File: config.mk
export PLATFORM = sky130hd
export DESIGN_NAME = food_map
export DESIGN_NICKNAME = d
export VERILOG_FILES = /design/src/rtl/food_map_pkg.sv /design/src/rtl/food_map_lfsr.sv /design/src/rtl/food_map.sv
export SDC_FILE = /design/constraint.sdc
export NUM_CORES = 1
export LEC_CHECK = 0
export CORE_MARGIN = 2
export CORE_UTILIZATION = 50
export DETAILED_ROUTE_END_ITERATION = 16
export HOLD_SLACK_MARGIN = 0.1
export PLACE_DENSITY_LB_ADDON = 0.08
export SYNTH_ARGS = -nofsm -noshare
export SYNTH_HDL_FRONTEND = slang
export SYNTH_SLANG_ARGS = --single-unit
File: constraint.sdc
create_clock -name clk -period 21.5 [get_ports clk]
set_input_delay 4.3 -clock clk [delete_from_list [all_inputs] [get_ports clk]]
set_output_delay 4.3 -clock clk [all_outputs]
set_load 0.02 [all_outputs]
File: src/rtl/food_map_pkg.sv
// food_map_pkg: shared encodings for the food map.
// Holds the cell food types, FSM state codes, fill-LFSR taps and
// the helpers that turn LFSR state or a food type into a value.
package food_map_pkg;

    // Per-cell food type stored in the map
    typedef enum logic [1:0] {
        FT_EMPTY = 2'd0,
        FT_SMALL = 2'd1,
        FT_MED   = 2'd2,
        FT_LARGE = 2'd3
    } ftype_t;

    // Controller states; the RSP_* pair is only reachable when respawn is built in
    typedef enum logic [2:0] {
        ST_FILL   = 3'd0,
        ST_IDLE   = 3'd1,
        ST_EAT_RD = 3'd2,
        ST_EAT_WR = 3'd3,
        ST_RSP_RD = 3'd4,
        ST_RSP_WR = 3'd5
    } state_t;

    // x^8 + x^6 + x^5 + x^4 + 1 -> feedback from bits 7,5,4,3
    localparam logic [7:0] LFSR_TAPS = 8'hB8;

    // Points for eating a cell: 1/2/4 for small/medium/large, 0 for empty
    function automatic logic [2:0] ft_points(input logic [1:0] ft);
        logic [2:0] pts;
        case (ft)
            FT_SMALL: pts = 3'd1;
            FT_MED:   pts = 3'd2;
            FT_LARGE: pts = 3'd4;
            default:  pts = 3'd0;
        endcase
        return pts;
    endfunction

    // Food type derived from the low LFSR bits; a zero pattern becomes small
    function automatic logic [1:0] lfsr_ftype(input logic [7:0] l);
        return (l[1:0] == FT_EMPTY) ? FT_SMALL : l[1:0];
    endfunction

endpackage

File: src/rtl/food_map_lfsr.sv
// food_map_lfsr: 8-bit Fibonacci LFSR used to pick food types.
// load has priority over adv so a re-seed never also steps the sequence.
module food_map_lfsr
    import food_map_pkg::*;
#(
    parameter logic [7:0] SEED = 8'hA5
) (
    input  logic       clk,
    input  logic       rst_n,
    input  logic       load,
    input  logic [7:0] load_val,
    input  logic       adv,
    output logic [7:0] value
);

    logic [7:0] lfsr_reg;

    // Shift register: reset to the seed, reload on request, otherwise step when enabled
    always_ff @(posedge clk or negedge rst_n) begin
        if (!rst_n) begin
            lfsr_reg <= SEED;
        end else if (load) begin
            lfsr_reg <= load_val;
        end else if (adv) begin
            lfsr_reg <= {lfsr_reg[6:0], ^(lfsr_reg & LFSR_TAPS)};
        end
    end

    assign value = lfsr_reg;

endmodule

File: src/rtl/food_map.sv
// food_map: per-cell food storage for the maze, with a registered render
// read port, an eat/score engine and automatic refill when the map empties.
// Optional build macro FOOD_MAP_RESPAWN_EN adds a slow background scan that
// repopulates empty cells while the controller is idle.
module food_map
    import food_map_pkg::*;
#(
    parameter int         CX_W           = 4,
    parameter int         CY_W           = 4,
    parameter logic [7:0] LFSR_SEED      = 8'hA5,
    parameter int         SCORE_W        = 16,
    parameter int         RESPAWN_PERIOD = 1024
) (
    input  logic                   clk,
    input  logic                   rst_n,
    input  logic [CX_W-1:0]        rd_cx,
    input  logic [CY_W-1:0]        rd_cy,
    output logic [1:0]             rd_ftype,
    input  logic                   eat_valid,
    input  logic [CX_W-1:0]        eat_cx,
    input  logic [CY_W-1:0]        eat_cy,
    output logic                   eat_ready,
    output logic                   eat_done,
    output logic                   eat_hit,
    output logic [2:0]             eat_points,
    output logic [SCORE_W-1:0]     score,
    output logic [CX_W+CY_W:0]     food_left,
    output logic [7:0]             level,
    output logic                   level_done,
    output logic                   ready
);

    localparam int               AW         = CX_W + CY_W;
    localparam int               CELLS      = 1 << AW;
    localparam int               FL_W       = AW + 1;
    localparam logic [AW-1:0]    LAST_CELL  = {AW{1'b1}};
    localparam logic [FL_W-1:0]  FULL_COUNT = FL_W'(CELLS);

    state_t              state_reg, state_next;
    logic [AW-1:0]       p_reg;
    logic [AW-1:0]       eat_addr_reg;
    logic [1:0]          mem [0:CELLS-1];
    logic [1:0]          rd_q_reg;
    logic [1:0]          int_q_reg;
    logic                mem_we;
    logic [AW-1:0]       int_addr;
    logic [1:0]          mem_wd;
    logic                lfsr_adv;
    logic                lfsr_load;
    logic [7:0]          lfsr_val;
    logic [7:0]          level_new;
    logic                cell_full;
    logic                last_food;
    logic [2:0]          pts_now;
    logic [SCORE_W:0]    score_sum;

    logic                ready_reg;
    logic                eat_done_reg;
    logic                eat_hit_reg;
    logic [2:0]          eat_points_reg;
    logic [SCORE_W-1:0]  score_reg;
    logic [FL_W-1:0]     food_left_reg;
    logic [7:0]          level_reg;
    logic                level_done_reg;

`ifdef FOOD_MAP_RESPAWN_EN
    localparam int RC_W = (RESPAWN_PERIOD > 1) ? $clog2(RESPAWN_PERIOD) : 1;
    logic [RC_W-1:0]     rsp_cnt_reg;
    logic                rsp_pending_reg;
    logic [AW-1:0]       s_reg;
    logic                rsp_fire;
    assign rsp_fire = (rsp_cnt_reg == RC_W'(RESPAWN_PERIOD - 1));
`endif

    // Cell read through the controller port, valid in the *_WR states
    assign cell_full = (int_q_reg != FT_EMPTY);
    assign last_food = cell_full && (food_left_reg == FL_W'(1));
    assign pts_now   = ft_points(int_q_reg);
    assign score_sum = {1'b0, score_reg} + {{(SCORE_W-2){1'b0}}, pts_now};
    assign level_new = level_reg + 8'd1;
    assign lfsr_load = (state_reg == ST_EAT_WR) && last_food;

    food_map_lfsr #(
        .SEED     (LFSR_SEED)
    ) u_lfsr (
        .clk      (clk),
        .rst_n    (rst_n),
        .load     (lfsr_load),
        .load_val (LFSR_SEED ^ level_new),
        .adv      (lfsr_adv),
        .value    (lfsr_val)
    );

    // Render port: registered read; a same-cycle write to the cell returns old data
    always_ff @(posedge clk) begin
        rd_q_reg <= mem[{rd_cy, rd_cx}];
    end

    // Controller port: one read/write access per cycle
    always_ff @(posedge clk) begin
        if (mem_we) begin
            mem[int_addr] <= mem_wd;
        end
        int_q_reg <= mem[int_addr];
    end

    // State register
    always_ff @(posedge clk or negedge rst_n) begin
        if (!rst_n) begin
            state_reg <= ST_FILL;
        end else begin
            state_reg <= state_next;
        end
    end

    // Next-state logic; a pending respawn yields to a concurrent eat request
    always_comb begin
        state_next = state_reg;
        case (state_reg)
            ST_FILL:   if (p_reg == LAST_CELL) state_next = ST_IDLE;
            ST_IDLE: begin
                if (eat_valid) begin
                    state_next = ST_EAT_RD;
                end
`ifdef FOOD_MAP_RESPAWN_EN
                else if (rsp_pending_reg) begin
                    state_next = ST_RSP_RD;
                end
`endif
            end
            ST_EAT_RD: state_next = ST_EAT_WR;
            ST_EAT_WR: state_next = last_food ? ST_FILL : ST_IDLE;
`ifdef FOOD_MAP_RESPAWN_EN
            ST_RSP_RD: state_next = ST_RSP_WR;
            ST_RSP_WR: state_next = ST_IDLE;
`endif
            default:   state_next = ST_FILL;
        endcase
    end

    // State outputs: handshake, controller memory port and LFSR stepping
    always_comb begin
        eat_ready = 1'b0;
        mem_we    = 1'b0;
        int_addr  = eat_addr_reg;
        mem_wd    = FT_EMPTY;
        lfsr_adv  = 1'b0;
        case (state_reg)
            ST_FILL: begin
                int_addr = p_reg;
                mem_we   = 1'b1;
                mem_wd   = lfsr_ftype(lfsr_val);
                lfsr_adv = 1'b1;
            end
            ST_IDLE:   eat_ready = 1'b1;
            ST_EAT_WR: mem_we = cell_full;
`ifdef FOOD_MAP_RESPAWN_EN
            ST_RSP_RD: int_addr = s_reg;
            ST_RSP_WR: begin
                int_addr = s_reg;
                mem_we   = !cell_full;
                mem_wd   = lfsr_ftype(lfsr_val);
                lfsr_adv = !cell_full;
            end
`endif
            default: ;
        endcase
    end

    // Datapath: fill pointer, eat latch, score, food count, level and pulses
    always_ff @(posedge clk or negedge rst_n) begin
        if (!rst_n) begin
            p_reg          <= '0;
            eat_addr_reg   <= '0;
            ready_reg      <= 1'b0;
            eat_done_reg   <= 1'b0;
            eat_hit_reg    <= 1'b0;
            eat_points_reg <= 3'd0;
            score_reg      <= '0;
            food_left_reg  <= '0;
            level_reg      <= 8'd0;
            level_done_reg <= 1'b0;
        end else begin
            eat_done_reg   <= (state_reg == ST_EAT_WR);
            eat_hit_reg    <= (state_reg == ST_EAT_WR) && cell_full;
            eat_points_reg <= (state_reg == ST_EAT_WR) ? pts_now : 3'd0;
            level_done_reg <= lfsr_load;

            if (state_reg == ST_FILL) begin
                p_reg <= p_reg + AW'(1);
                if (p_reg == LAST_CELL) begin
                    ready_reg     <= 1'b1;
                    food_left_reg <= FULL_COUNT;
                end
            end

            if (state_reg == ST_IDLE && eat_valid) begin
                eat_addr_reg <= {eat_cy, eat_cx};
            end

            if (state_reg == ST_EAT_WR && cell_full) begin
                food_left_reg <= food_left_reg - FL_W'(1);
                score_reg     <= score_sum[SCORE_W] ? {SCORE_W{1'b1}} : score_sum[SCORE_W-1:0];
                if (last_food) begin
                    ready_reg <= 1'b0;
                    level_reg <= level_new;
                end
            end

`ifdef FOOD_MAP_RESPAWN_EN
            if (state_reg == ST_RSP_WR && !cell_full) begin
                food_left_reg <= food_left_reg + FL_W'(1);
            end
`endif
        end
    end

`ifdef FOOD_MAP_RESPAWN_EN
    // Respawn timer, pending flag and scan pointer; a new tick wins over the clear
    always_ff @(posedge clk or negedge rst_n) begin
        if (!rst_n) begin
            rsp_cnt_reg     <= '0;
            rsp_pending_reg <= 1'b0;
            s_reg           <= '0;
        end else begin
            rsp_cnt_reg <= rsp_fire ? '0 : rsp_cnt_reg + RC_W'(1);
            if (rsp_fire) begin
                rsp_pending_reg <= 1'b1;
            end else if (state_reg == ST_IDLE && !eat_valid && rsp_pending_reg) begin
                rsp_pending_reg <= 1'b0;
            end
            if (state_reg == ST_RSP_WR) begin
                s_reg <= s_reg + AW'(1);
            end
        end
    end
`endif

    assign rd_ftype   = ready_reg ? rd_q_reg : FT_EMPTY;
    assign ready      = ready_reg;
    assign eat_done   = eat_done_reg;
    assign eat_hit    = eat_hit_reg;
    assign eat_points = eat_points_reg;
    assign score      = score_reg;
    assign food_left  = food_left_reg;
    assign level      = level_reg;
    assign level_done = level_done_reg;

endmodule

# ---- Word-level counts from Yosys, hierarchy flattened
# Memory sizes are Yosys's and may differ from the RTL's. A register that Yosys moved wholly into a read port is not among the register bits.
# Cells that the tools add are included.
dict set report classes {
  addsub 4
  multipliers 0
  n_div 0
  n_lt_le_gt_ge 0
  eq_ne 10
  shifts 0
  mux 25
  bitwise_logic 1
  n_reduce_logical 14
}
# op count
set ops {}
lappend ops {{9-bit 2-to-1 mux} 3}
lappend ops {{8-bit 2-to-1 mux} 3}
lappend ops {{16-bit by 3-bit adder with 17-bit output} 1}
lappend ops {{8-bit by 1-bit adder with 8-bit output (second input constant)} 2}
lappend ops {{16-bit 2-to-1 mux} 1}
lappend ops {{3-bit case mux with 4 select lines} 1}
lappend ops {{9-bit by 1-bit equality test with 1-bit output (second input constant)} 1}
lappend ops {{1-bit 2-to-1 mux} 9}
lappend ops {{3-bit 2-to-1 mux} 3}
lappend ops {{3-bit case mux with 3 select lines} 1}
lappend ops {{9-bit by 1-bit subtractor with 9-bit output (second input constant)} 1}
lappend ops {{8-bit equality test (second input constant)} 1}
lappend ops {{2-bit nonzero test} 4}
lappend ops {{8-bit XOR reduction} 1}
lappend ops {{3-bit by 2-bit equality test with 1-bit output (second input constant)} 2}
lappend ops {{2-bit 2-to-1 mux} 3}
lappend ops {{2-bit AND reduction} 3}
lappend ops {{2-bit equality test (second input constant)} 2}
lappend ops {{1-bit logical AND} 4}
lappend ops {{2-bit inequality test (second input constant)} 2}
lappend ops {{4-bit NOT} 1}
lappend ops {{3-bit by 1-bit equality test with 1-bit output (second input constant)} 1}
lappend ops {{3-bit logical NOT} 1}
lappend ops {{2-bit by 1-bit equality test with 1-bit output (second input constant)} 1}
lappend ops {{2 further kinds} 2}
dict set report word_totals {
  ff_bits 67
  latchBits 0
  ram_bits 512
  rom_bits 0
  word_cells 67
  n_memories 1
}
# memory words word_bits read_ports rd_ports_with_merged_regs write_ports line_no
set mem_list {}
lappend mem_list {mem 256 2 2 2 1 food_map.sv:42} ;# logic [1:0] mem [0:CELLS-1];

# ---- Depth between registers and ports, before layout
dict set report logic_depth {
  depth_word 5
  depth_mapped 14
}

# ---- Cells and area by module
# A second synthesis with hierarchy kept.
dict set report unflattened {
  cells_unflattened 1765
  area_unflattened_um2 28268.4
}
# module n_inst cells_per_inst area_each_um2 seq_area_each_um2
set by_module_without_submodules {}
lappend by_module_without_submodules {food_map 1 1727 27869.2 16906.2}
lappend by_module_without_submodules {food_map_lfsr 1 38 399.1 205.2}

# ---- Least setup slack after synthesis
# No wires, ideal clock.
dict set report synth_timing {
  path_kind {register -> register}
  from {reg state_reg[0]}
  to {mem mem[0][0] (data pin)}
  setup_ns 1.578
  arrival_ns 7.989
  required_time_ns 19.922
  path_slack_ns 11.933
  path_stages_with_launch 7
  path_buffers 2
  path_cell_list {dfrtp_1 > inv_1 > ha_1 > buf_2 > clkbuf_1 > inv_1 > a21oi_1}
}
dict set report synth_via {
  elab_chain_cells 2
}
# item line_no
set synth_rtl {}
lappend synth_rtl {{start: declaration} food_map.sv:39} ;# state_t state_reg, state_next;
lappend synth_rtl {{start signal: assignment} food_map.sv:112} ;# state_reg <= state_next;
lappend synth_rtl {{3-bit logical NOT} food_map.sv:148} ;# case (state_reg)
lappend synth_rtl {{2-bit 2-to-1 mux} food_map.sv:148}
lappend synth_rtl {{named net mem_wd[0]} food_map.sv:47} ;# logic [1:0] mem_wd;
lappend synth_rtl {{end: declaration} food_map.sv:42}
# The timed path passes the listed nets, and every way through them passes these cells.

==> summary.md <==
| Metric | Value |
|---|---|
| Pin count of the biggest net entering global routing | `257` |
| Final global-route overflow total | `0` |
| Insertion delay to the later sink of the worst-skew pair | `0.65 ns` |
| Cts repair resizes | `0` |
| Sort of element at the end of the critical path | `register` |
| Slew @ Worst Pin | `1.26 ns` |
| Reg clk slew, reported paths | `0.06 ns` |
| HPWL after detailed placement | `51700 um` |
| Final Hold Viols | `0` |
| Path class of the lowest-slack min-delay path | `reg2reg` |
| Overall die area | `59200 um2` |
| Number of buffers added for setup after CTS | `0` |
| FP Rows | `87` |
| Final Wtd Congestion | `0.899` |
| TritonCTS Buffers | `61` |
| Via count of the first global-routing pass | `18600` |
| Setup repair after global routing missed its margin | `no` |
| Mean Syn Cell Area | `14.4 um2` |
| Core footprint | `56500 um2` |
| Worst max-slew margin expressed relative to the limit | `16.1%` |
| Slack of the worst reg-to-reg path | `14.88 ns` |
| Final ANT Viol Nets | `0` |
| Routed wire length | `86600 um` |
| Global router's overall resource usage | `29.6%` |
| Final count of negative-setup-slack endpoints | `0` |
| Synthesis-stage register bit count | `582` |
| Proportion of register bits with asynchronous set or reset after synthesis | `11.3%` |
| Largest register FFs | `512` |
| Max Buffers Root-to-Sink | `3` |
| Yosys synthesis warning count | `0` |
| DRC violations left | `0` |
| Relative area change from synthesis to final layout | `11.8%` |
| Synthesized area | `28600 um2` |
| Starting Density | `50.7%` |
| Chip width | `243 um` |
| CP Class | `in2reg` |
| Largest voltage drop on the vdd net | `0.0000658 V` |
| Length of the first detailed-routing pass in iterations | `6` |
| Shortest period the worst path allows | `7.49 ns` |
| Leakage Power | `9.96 nW` |
| Cell area after placement | `30000 um2` |
| Number of levels the H-tree was split into | `2` |
| Worst setup SP type | `input port` |
| Die outline height | `243 um` |
| Largest clock skew in the final design | `0.0325 ns` |
| Fraction of final layout cells with drive strength greater than 1 | `20.6%` |
| Final-layout worst hold slack | `0.524 ns` |
| Post-route cell area | `32000 um2` |
| Detailed-route vias per instance | `6.60` |
| Power density relative to cell area | `73.1 nW/um2` |
| Diodes inserted | `0` |
| Wire length of the first global-routing pass | `127000 um` |
| Synth Net Count | `2018` |
| I/O pin cnt | `62` |
| Result of the run | `completed` |
| TritonCTS clock tree | `done` |
| Vias | `18600` |
| Sequential fraction of the synthesis area | `59.7%` |
| Worst Path Arrival | `8.01 ns` |
| Required time of the critical path | `22.02 ns` |
| Max-cap check violation count | `0` |
| Gate count of the mapped netlist | `1987` |
| Worst Path Max Fanout | `83` |
| TNS Setup | `0 ns` |
| Number of max-slew violations in the final report | `0` |
| Post-layout nets | `2039` |
| Number of enable flip-flop cells after synthesis | `512` |
| CTS Sinks | `582` |
| Period Utilization, post-route | `34.8%` |
| Number of buffers inserted for hold repair after clock tree synthesis | `0` |
| Root buffer cell | `sky130_fd_sc_hd__clkbuf_16` |
| DR iter-0 viols | `2361` |
| Count of port buffers added during placement | `61` |
| Initial antenna violation count | `0` |
| Predominant post-synthesis flop cell | `sky130_fd_sc_hd__edfxtp_1` |
| Count of cell types in the netlist | `56` |
| Max frequency | `134 MHz` |
| Drt wl/cell | `30.8 um` |
layout by cell type, fill, tap and decap left out, drive strengths merged, types with 5 or more instances in the layout:
cell type / n
a221oi: 10
o2111ai: 6
nand4: 25
bufinv: 9
nor3: 10
inv: 15
a21oi: 21
dfrtp: 62
nor2b: 8
and3: 7
nand3: 85
o21ai: 35
clkdlybuf4s50: 56
nor3b: 6
xor2: 14
o31ai: 5
a32o: 5
ha: 11
mux4: 227
xnor2: 19
and2: 9
nor2: 303
edfxtp: 512
mux2: 29
mux2i: 96
a22oi: 12
buf: 41
clkbuf: 75
a31oi: 9
a211oi: 6
nand2: 225
a311oi: 5
clkinv: 29
a32oi: 10
o22ai: 14
worst max-delay path, cell delays in order:
cell	delay (ns)
sky130_fd_sc_hd__clkbuf_8	0.73
sky130_fd_sc_hd__buf_4	0.87
sky130_fd_sc_hd__mux4_2	0.59
sky130_fd_sc_hd__mux4_2	0.53
sky130_fd_sc_hd__mux4_2	0.52
sky130_fd_sc_hd__a211oi_1	0.25
sky130_fd_sc_hd__a21oi_1	0.06
cell families (layout without fill, tap and decap cells):
kind of cell | after synthesis | count (layout) | share of synthesized area, %
simple gates | 695 | 695 | 10.2
flops | 582 | 582 | 59.7
mux | 352 | 352 | 22.3
compound gates | 157 | 157 | 3.76
buf+inv | 156 | 229 | 2.36
xor+xnor | 33 | 33 | 1.01
fa+ha+maj | 12 | 12 | 0.550
final timing paths:
check | startpoint | to | cells after the start
setup reg to reg | state_reg[0]$_DFFE_PN0P_ | int_q_reg[0]$_DFF_P_ | 13
hold / removal | level[7]$_DFFE_PN0P_ | level[7]$_DFFE_PN0P_ | 1
min in group asynchronous | rst_n | p_reg[2]$_DFFE_PN0P_ | 2
setup / recovery | rd_cx[1] | rd_q_reg[1]$_DFF_P_ | 7
hold reg to reg | level[7]$_DFFE_PN0P_ | level[7]$_DFFE_PN0P_ | 1
max in group asynchronous | rst_n | u_lfsr.value[1]$_DFFE_PN0P_ | 2
cell usage after synthesis (all sizes together), types with 5 or more instances:
cell type,number,area share [%]
a211oi,6,0.16
a21oi,21,0.37
a221oi,10,0.31
a22oi,12,0.31
a311oi,5,0.15
a31oi,9,0.20
a32o,5,0.17
a32oi,10,0.31
and2,9,0.20
and3,7,0.15
buf,55,1.0
clkbuf,85,1.1
dfrtp,62,5.4
edfxtp,512,54
ha,11,0.48
inv,14,0.18
mux2,29,1.1
mux2i,96,3.4
mux4,227,18
nand2,225,2.9
nand3,85,1.5
nand4,25,0.55
nor2,303,4.0
nor2b,8,0.17
nor3,10,0.17
nor3b,6,0.16
o2111ai,6,0.18
o21ai,35,0.61
o22ai,14,0.31
o31ai,5,0.13
xnor2,19,0.58
xor2,14,0.43
per-stage QoR:
stage	total power [mW]	instances	utilization, %	setup WS, ns
after floorplan	1.26	1987	-	11.93
after global placement	1.27	2701	53.0	13.32
after detailed placement	1.28	2701	53.0	13.29
after CTS	2.35	2816	56.7	13.98
after global routing	2.40	2816	56.7	13.70
final	2.34	2816	56.7	14.01
power by group:
group	internal (mW)	total (mW)	switching, mW
logic	0.0157	0.0381	0.0224
registers	1.21	1.21	0.000407
clock network	0.633	1.09	0.454
layer usage:
| layer | track usage, % | vias up | part of all wire [%] |
|---|---|---|---|
| met5 | 0 | - | 0 |
| met4 | 11.5 | 0 | 4.1 |
| met3 | 6.77 | 199 | 10 |
| met1 | 41.0 | 9571 | 39 |
| li1 | - | 7788 | - |
| met2 | 45.9 | 1023 | 46 |
area by class of cell:
type | count | area, um2
Multi-Input combinational cell | 1249 | 10900
Clock buffer | 74 | 1590
Sequential cell | 582 | 17100
Clock inverter | 41 | 469
Tap cell | 756 | 946
Inverter | 16 | 60.1
Fill cell | 4486 | 24500
Timing Repair Buffer | 98 | 891
No activity file was read; power rests on OpenSTA's default activity.
